### config.mk
export PLATFORM = sky130hd
export DESIGN_NAME = pc_sequencer
export DESIGN_NICKNAME = d
export VERILOG_FILES = /design/src/rtl/pc_pkg.sv /design/src/rtl/pc_ras.sv /design/src/rtl/pc_sequencer.sv
export SDC_FILE = /design/constraint.sdc
export NUM_CORES = 1
export LEC_CHECK = 0
export CAP_MARGIN = 40
export CORE_MARGIN = 5
export CORE_UTILIZATION = 48
export DETAILED_ROUTE_END_ITERATION = 10
export GPL_TIMING_DRIVEN = 0
export HOLD_SLACK_MARGIN = 0.1
export PLACE_DENSITY_LB_ADDON = 0.1
export REMOVE_ABC_BUFFERS = 1
export SLEW_MARGIN = 20
export SYNTH_ARGS = -nofsm -noshare
export SYNTH_HDL_FRONTEND = slang
export SYNTH_SLANG_ARGS = --single-unit
### constraint.sdc
create_clock -name Clk_i -period 3.6 [get_ports Clk_i]
set_input_delay 0.36 -clock Clk_i [delete_from_list [all_inputs] [get_ports Clk_i]]
set_output_delay 0.36 -clock Clk_i [all_outputs]
set_load 0.05 [all_outputs]
### src/rtl/pc_pkg.sv
// Shared types and constants for the fetch-stage program-counter unit.
package pc_pkg;

    // Source chosen for the next PC value.
    typedef enum logic [2:0] {
        SEL_SEQ,
        SEL_BR,
        SEL_JMP,
        SEL_RET,
        SEL_HOLD
    } next_sel_e;

    localparam int unsigned DEFAULT_RAS_DEPTH = 4;
    localparam int unsigned RAS_PTR_W         = $clog2(DEFAULT_RAS_DEPTH);

    // Pointer width for a stack of the given depth, never narrower than one bit.
    function automatic int unsigned rasPtrWidth(input int unsigned depth);
        return (depth > 1) ? $clog2(depth) : 1;
    endfunction

endpackage

### src/rtl/pc_ras.sv
// Return-address stack: circular buffer whose oldest entry is overwritten
// when a push arrives while full; popping an empty stack only raises a pulse.
module pc_ras
    import pc_pkg::*;
#(
    parameter int unsigned WIDTH = 32,
    parameter int unsigned DEPTH = DEFAULT_RAS_DEPTH
) (
    input  logic             clk_i,
    input  logic             reset_i,
    input  logic             push_i,
    input  logic             pop_i,
    input  logic [WIDTH-1:0] pushData_i,
    output logic [WIDTH-1:0] top_o,
    output logic             empty_o,
    output logic             full_o,
    output logic             overflow_o,
    output logic             underflow_o
);

    localparam int unsigned PTR_W = rasPtrWidth(DEPTH);
    localparam int unsigned CNT_W = PTR_W + 1;
    localparam logic [CNT_W-1:0] FULL_COUNT = CNT_W'(DEPTH);

    logic [WIDTH-1:0] mem_q [DEPTH];
    logic [PTR_W-1:0] wrPtr_q, wrPtr_d;
    logic [CNT_W-1:0] count_q, count_d;
    logic             overflow_q, overflow_d;
    logic             underflow_q, underflow_d;

    assign empty_o     = (count_q == '0);
    assign full_o      = (count_q == FULL_COUNT);
    assign top_o       = mem_q[wrPtr_q - PTR_W'(1)];
    assign overflow_o  = overflow_q;
    assign underflow_o = underflow_q;

    // Pointer/count update; a push wins if both requests ever arrive together.
    always_comb begin
        wrPtr_d     = wrPtr_q;
        count_d     = count_q;
        overflow_d  = 1'b0;
        underflow_d = 1'b0;
        if (push_i) begin
            wrPtr_d = wrPtr_q + PTR_W'(1);
            if (full_o) begin
                overflow_d = 1'b1;
            end else begin
                count_d = count_q + CNT_W'(1);
            end
        end else if (pop_i) begin
            if (empty_o) begin
                underflow_d = 1'b1;
            end else begin
                wrPtr_d = wrPtr_q - PTR_W'(1);
                count_d = count_q - CNT_W'(1);
            end
        end
    end

    // Control state; reset empties the stack, discarding its contents.
    always_ff @(posedge clk_i) begin
        if (reset_i) begin
            wrPtr_q     <= '0;
            count_q     <= '0;
            overflow_q  <= 1'b0;
            underflow_q <= 1'b0;
        end else begin
            wrPtr_q     <= wrPtr_d;
            count_q     <= count_d;
            overflow_q  <= overflow_d;
            underflow_q <= underflow_d;
        end
    end

    // Entry storage; content is only meaningful below the count, so no reset.
    always_ff @(posedge clk_i) begin
        if (push_i && !reset_i) begin
            mem_q[wrPtr_q] <= pushData_i;
        end
    end

endmodule

### src/rtl/pc_sequencer.sv
// Fetch-stage program counter: next-PC selection, stall, post-reset hold
// cycle, limit-wrap guard and a return-address stack for call/return.
module pc_sequencer
    import pc_pkg::*;
#(
    parameter int unsigned      WIDTH        = 32,
    parameter logic [WIDTH-1:0] RESET_VECTOR = '0,
    parameter logic [WIDTH-1:0] INCR         = WIDTH'(4),
    parameter logic [WIDTH-1:0] PC_LIMIT     = WIDTH'(36),
    parameter int unsigned      RAS_DEPTH    = DEFAULT_RAS_DEPTH
) (
    input  logic             Clk_i,
    input  logic             Reset_i,
    input  logic             Stall_i,
    input  logic             BranchTaken_i,
    input  logic [WIDTH-1:0] BranchTarget_i,
    input  logic             Jump_i,
    input  logic [WIDTH-1:0] JumpTarget_i,
    input  logic             Call_i,
    input  logic             Ret_i,
    output logic [WIDTH-1:0] PC_o,
    output logic [WIDTH-1:0] PCPlus4_o,
    output logic             Valid_o,
    output logic             Wrapped_o,
    output logic             RasEmpty_o,
    output logic             RasFull_o,
    output logic             RasOverflow_o,
    output logic             RasUnderflow_o
);

    logic [WIDTH-1:0] pc_q, pc_d;
    logic             hold_q;
    logic             valid_q;
    logic             wrapped_q, wrapped_d;
    logic [WIDTH-1:0] pcPlusIncr;
    logic [WIDTH-1:0] nextPc;
    logic [WIDTH-1:0] rasTop;
    logic             rasEmpty;
    logic             rasPush;
    logic             rasPop;
    next_sel_e        sel;

    assign pcPlusIncr = pc_q + INCR;
    assign PC_o       = pc_q;
    assign PCPlus4_o  = pcPlusIncr;
    assign Valid_o    = valid_q;
    assign Wrapped_o  = wrapped_q;
    assign RasEmpty_o = rasEmpty;

    // Priority select; the hold cycle and stalls both freeze the PC.
    always_comb begin
        sel = SEL_SEQ;
        if (hold_q || Stall_i) begin
            sel = SEL_HOLD;
        end else if (BranchTaken_i) begin
            sel = SEL_BR;
        end else if (Jump_i) begin
            sel = SEL_JMP;
        end else if (Ret_i && !rasEmpty) begin
            sel = SEL_RET;
        end
    end

    // A call pushes only when its jump wins; a return pops (or underflows)
    // only when nothing of higher priority is redirecting.
    always_comb begin
        rasPush = (sel == SEL_JMP) && Call_i;
        rasPop  = !hold_q && !Stall_i && !BranchTaken_i && !Jump_i && Ret_i;
    end

    // Next-PC mux followed by the limit guard, applied to every moving source.
    always_comb begin
        nextPc = pcPlusIncr;
        case (sel)
            SEL_BR:   nextPc = BranchTarget_i;
            SEL_JMP:  nextPc = JumpTarget_i;
            SEL_RET:  nextPc = rasTop;
            SEL_HOLD: nextPc = pc_q;
            default:  nextPc = pcPlusIncr;
        endcase
        wrapped_d = (sel != SEL_HOLD) && (nextPc > PC_LIMIT);
        pc_d      = wrapped_d ? RESET_VECTOR : nextPc;
    end

    // PC register, post-reset hold flag, valid flag and wrap pulse.
    always_ff @(posedge Clk_i) begin
        if (Reset_i) begin
            pc_q      <= RESET_VECTOR;
            hold_q    <= 1'b1;
            valid_q   <= 1'b0;
            wrapped_q <= 1'b0;
        end else begin
            pc_q      <= pc_d;
            hold_q    <= 1'b0;
            valid_q   <= 1'b1;
            wrapped_q <= wrapped_d;
        end
    end

    pc_ras #(
        .WIDTH (WIDTH),
        .DEPTH (RAS_DEPTH)
    ) u_ras (
        .clk_i       (Clk_i),
        .reset_i     (Reset_i),
        .push_i      (rasPush),
        .pop_i       (rasPop),
        .pushData_i  (pcPlusIncr),
        .top_o       (rasTop),
        .empty_o     (rasEmpty),
        .full_o      (RasFull_o),
        .overflow_o  (RasOverflow_o),
        .underflow_o (RasUnderflow_o)
    );

endmodule

After elaboration in Yosys (flattened, before gate mapping)
Memories as Yosys holds them, arrays and structs flattened.
Cells that the tools add are included.
W data, S select, Z words.
Storage, ports and cells
  register bits: 42
  bits in writable memories: 128
  bits of input ports: 71
  output and inout port bits: 70
  word-level logic and storage cells: 65
  memories kept: 1
Memory list
  u_ras.mem_q: depth 4, bits a word 32, rd ports 1, clocked after Yosys merged registers in 0, wr ports 1, line pc_ras.sv:25  | logic [WIDTH-1:0] mem_q [DEPTH];
Cells by class
  $add $sub $neg: 5
  magnitude comparators: 1
  equality and inequality tests: 8
  multiplexer cells: 18
  bitwise logic cells: 2
  reduce and logical (&&, ||, !) cells: 22
Operators with widths (count)
  $pmux W32 S4: 1
  $add A32 B3 Y32 const B: 1
  $gt A32 B6 Y1 const B: 1
  $mux W3: 5
  $mux W2: 6
  $logic_and A1 B1 Y1: 8
  $eq A3 B2 Y1 const B: 2
  $eq A3 B3 Y1 const B: 2
  $logic_not A1 Y1: 6
  $mux W1: 6
  $reduce_or A2 Y1: 2
  $add A3 B1 Y3 const B: 1
  $eq A3 B1 Y1 const B: 1
  $logic_not A3 Y1: 1
  $ne A3 B3 Y1 const B: 1
  $reduce_and A3 Y1: 1
  $reduce_or A3 Y1: 1
  $sub A3 B1 Y3 const B: 1
  $add A2 B1 Y2 const B: 1
  $ne A2 B1 Y1 const B: 1
  $ne A2 B2 Y1 const B: 1
  $not A1 Y1: 2
  $reduce_and A2 Y1: 1
  $reduce_bool A2 Y1: 1
  other kinds (2): 2

Logic depth before layout (Yosys ltp)
  depth after elaboration: 12
  gate-level depth with buffers: 17
  gate-level depth less buffers: 10

Modules after synthesis
From an unflattened synthesis, not the netlist that was laid out.
Unflattened totals
  cells, all modules: 616
  area total of the unflattened synthesis: 8035.2 um^2
Modules (own cells, without submodules)
  pc_ras: times used 1, cells each 218, area an instance 5062.4 um^2, seq. area each 3983.8 um^2
  pc_sequencer: times used 1, cells each 398, area an instance 2972.9 um^2, seq. area each 700.7 um^2

Least setup slack after synthesis
OpenSTA, ideal clock, no wires.
  kind: flip-flop to flip-flop
  start point: register pc_q[4], in the netlist PC_o[4]
  end point: register wrapped_q, in the netlist Wrapped_o
  setup time: 0.116 ns
  data arrival time: 3.366 ns
  data required time: 3.484 ns
  setup slack: 0.117 ns
  stages on the path, launching flop included: 10
  buffers on the path: 1
  clock period less this slack: 3.483 ns
  cells stage by stage: dfxtp_1 nand3_1 buf_2 nor4_1 nand4_1 nor2_1 xor2_1 o41ai_1 nand3_1 o211a_1
On the way
  word-level cells in the longest chain between the ends: 4
Ends and longest elaborated chain
  start: declaration: line pc_sequencer.sv:31  | logic [WIDTH-1:0] pc_q, pc_d;
  start signal: assignment: line pc_sequencer.sv:93  | pc_q <= pc_d;
  $add A32 B3 Y32: line pc_sequencer.sv:43  | assign pcPlusIncr = pc_q + INCR;
  via PCPlus4_o[25]: line pc_sequencer.sv:22  | output logic [WIDTH-1:0] PCPlus4_o,
  $pmux W32 S4: line pc_sequencer.sv:74  | case (sel)
  $gt A32 B6 Y1: line pc_sequencer.sv:81  | wrapped_d = (sel != SEL_HOLD) && (nextPc > PC_LIMIT);
  $logic_and A1 B1 Y1: line pc_sequencer.sv:81
  end signal: assignment: line pc_sequencer.sv:96  | wrapped_q <= wrapped_d;
  end: declaration: line pc_sequencer.sv:34  | logic wrapped_q, wrapped_d;
The timed path passes the listed nets, and every way through them passes these cells.
A chain may end at the register's enable or synchronous reset.

Final worst setup path
  start point: register pc_q[4], in the netlist PC_o[4]
  end point: output port PCPlus4_o[23]
On the way
  word-level cells in the longest chain between the ends: 1
Ends and longest elaborated chain (line)
  $add A32 B3 Y32: pc_sequencer.sv:43
  end: declaration: pc_sequencer.sv:22
No other way between the ends.

==> results by group <==
Yosys
  • Yosys reg bits: 170
  • Syn Inst Count: 645
  • Synthesized area per cell: 12.5 um2
  • Most used DFF post-synth: edfxtp_1
  • Top cells by area, synth: edfxtp_1, dfxtp_1, mux4_1, mux4_2, nand2_1
  • Post-synth ARST share: 0
  • Register area share after synthesis: 0.579
  • Yosys Warn Count: 0
  • Largest area contributor in the netlist: edfxtp_1
  • Mapped Area: 0.00809 mm2
  • Top-area cell type share of the netlist area: 0.475
  • Unique masters post-synth: 61
  • Post-synth EDFFs: 128

Die
  • Top-Level Pins: 141
  • Core area: 0.0166 mm2
  • Die Wd: 140 um
  • Die H: 140 um
  • Row cnt: 47
  • Full die area: 0.0196 mm2
  • Starting Density: 0.488

Layout
  • Post-layout utilization of the core: 0.633
  • Reg area: 0.00469 mm2
  • N_diodes: 0
  • Area delta synth->final: 29.6%
  • Fillcell total: 1277
  • Share of cells above drive strength 1: 0.118
  • Nets: 854
  • Multi-input gate area: 0.00320 mm2

STA
  • RSZ-0062 raised after global routing: false
  • Worst-margin pin slew: 0.759 ns
  • Worst hold margin: 0.554 ns
  • Post-layout min period: 3.44 ns
  • Setup violators final: 0
  • Relative slew slack: 0.488
  • Final Hold Fails: 0
  • Final Skew: 0.00745 ns
  • Max frequency: 291 MHz
  • Fin crit share: 0.956
  • Fin. max-slew vios: 0

Setup path
  • CP Launch Type: flip-flop
  • Worst Path Arrival: 3.08 ns
  • R2r startpoint: u_ras.wrPtr_q[1]
  • Critical path type: flip-flop to primary output
  • Worst-path fanout max: 11
  • CP startpoint: PC_o[4]
  • Worst Path Required: 3.24 ns
  • Setup crit end kind: primary output

Job
  • Max-cap check violation count: 0

Power and ir drop
  • Leakage power: 3.65 nW
  • Peak VDD IR: 0.345 mV
  • Pwr dens: 436 mW/mm2

Worst hold path
  • HP Start: PC_o[0]
  • Hold crit path type: flip-flop to flip-flop

GRT
  • Aggregate global routing overflow: 0
  • Total Routing Usage GR: 0.238
  • Vias in the first global route: 6192
  • Met3 GRT Util: 0.0539
  • Met1 Use GR: 0.312
  • Met2 Track Usage GR: 0.388
  • First-pass GRT wire length: 35.7 mm
  • Initial antenna violation count: 0
  • Largest net degree at the start of global routing: 36
  • Grt peak-use layer: met2

Clock network
  • Sink Count: 170
  • TritonCTS clock tree: built
  • Clock slew at reported path FFs: 0.06 ns
  • Htree depth: 4
  • Hold_buf cts: 0
  • Worst-Skew Late Latency: 0.43 ns
  • Maximum clock path buffer count: 2
  • Root buffer cell: clkbuf_16
  • CTS buffer count: 17

Outcome
  • Outcome: completed

Route
  • DRC Markers: 0
  • WL per Instance: 23.0 um
  • Detailed Route WL: 23.2 mm
  • Vias per cell: 6.03
  • Vias: 6089
  • Post-DRT Antenna Nets: 0
  • Initial DRC count: 533
  • TritonRoute pass-1 iters: 5

Placement
  • Number of port buffers: 140
  • GP Congestion: 0.843
  • HPWL after DPL: 15.9 mm
==> per-stage QoR <==
stage          setup TNS (ns)  cell area (um2)  worst slack, ns  cells  power [mW]
2_1_floorplan           -6.40             7860           -0.799    602        2.47
3_3_place_gp          -272.92             9540            -3.28    962        2.70
3_5_place_dp            -2.86             9830           -0.353    976        2.72
4_1_cts                     0            10500          0.00199   1009        4.60
5_1_grt                     0            10500           0.0121   1009        4.71
6_report                    0            10500            0.158   1009        4.58
==> kinds of logic after synthesis <==
family,Yosys count,synth area share
AOI/OAI and AO/OA,111,0.0992
xor gates and xnor gates,31,0.0335
adders and majority gates,6,0.0102
buffers and inverters,56,0.0348
DFF,170,0.579
muxes,34,0.0934
and+or+nand+nor,237,0.150
==> power breakdown <==
part           leakage, nW  internal [mW]  switching, mW
Combinational         1.89          0.213          0.313
Clock                0.282           1.16          0.743
Sequential            1.47           2.12         0.0345
Total                 3.65           3.49           1.09
==> cells in the mapped netlist, types with 4 or more instances <==
cell	count
mux4_1	14
edfxtp_1	128
nor3_1	16
dfxtp_1	42
a211oi_1	4
nand4_1	14
mux4_2	15
o21ai_0	20
and2_1	5
nand3_1	14
a221oi_1	15
ha_1	5
o41ai_1	5
xor2_1	17
nor4_1	8
buf_2	13
buf_1	7
mux2i_1	5
nand3b_1	15
and3_1	19
nand2_1	74
a31oi_1	8
a21oi_1	24
o211ai_1	4
xnor2_1	14
o22ai_1	4
inv_1	13
nor2_1	54
and4_1	4
clkbuf_1	17
==> worst paths after layout <==
check	cells past startpoint	endpoint	slack, ns
worst min-delay path	0	u_ras.mem_q[2][0]	0.55
worst min register to register	0	u_ras.mem_q[2][0]	0.55
worst max register to register	11	Wrapped_o	0.25
worst max-delay path	5	PCPlus4_o[23]	0.16
==> routing by layer <==
| metal | wire (um) | vias up | part of all wire |
|---|---|---|---|
| met5 | 0 | - | 0 |
| li1 | - | 2752 | - |
| met1 | 9680 | 3016 | 0.42 |
| met4 | 602 | 0 | 0.026 |
| met2 | 11300 | 267 | 0.49 |
| met3 | 1630 | 54 | 0.070 |
==> registers in the layout (all words and copies together) (netlist names), 2 cells and up <==
signal and count:
u_ras.mem_q 128, PC_o 32, u_ras.wrPtr_q 2, u_ras.count_q 3
==> cell usage in the layout (no fill, tap or decap), types with 16 or more instances in the layout <==
master,n
nand2_1,74
nor3_1,16
a21oi_1,24
edfxtp_1,128
clkdlybuf4s50_1,122
clkbuf_16,17
nor2_1,52
dfxtp_1,41
o21ai_0,20
==> layout make-up <==
type / instances / share of cell area
flip-flops and latches: 170 / 0.447
multi-input cells: 419 / 0.305
repair buffers: 156 / 0.159
clock buffers: 20 / 0.0416
well taps: 220 / 0.0262
clock inverters: 11 / 0.0165
inverters: 13 / 0.00465
==> repair_timing <==
| action | 4_1_cts | 5_1_grt |
|---|---|---|
| setup buffers | 2 | 0 |
| endpoints found under the setup margin | 25 | 8 |
| endpoints found under the hold margin | 0 | 0 |
| gates resized for setup | 18 | 11 |
==> critical path, cell delays in order (launching register included) <==
cell and delay, ns:
dfxtp_1 0.51, nand3_2 0.32, nor4_2 0.49, nand4_1 0.21, xnor2_1 0.52, dlygate4sd2_1 0.60
No activity file was read; power rests on OpenSTA's default activity.
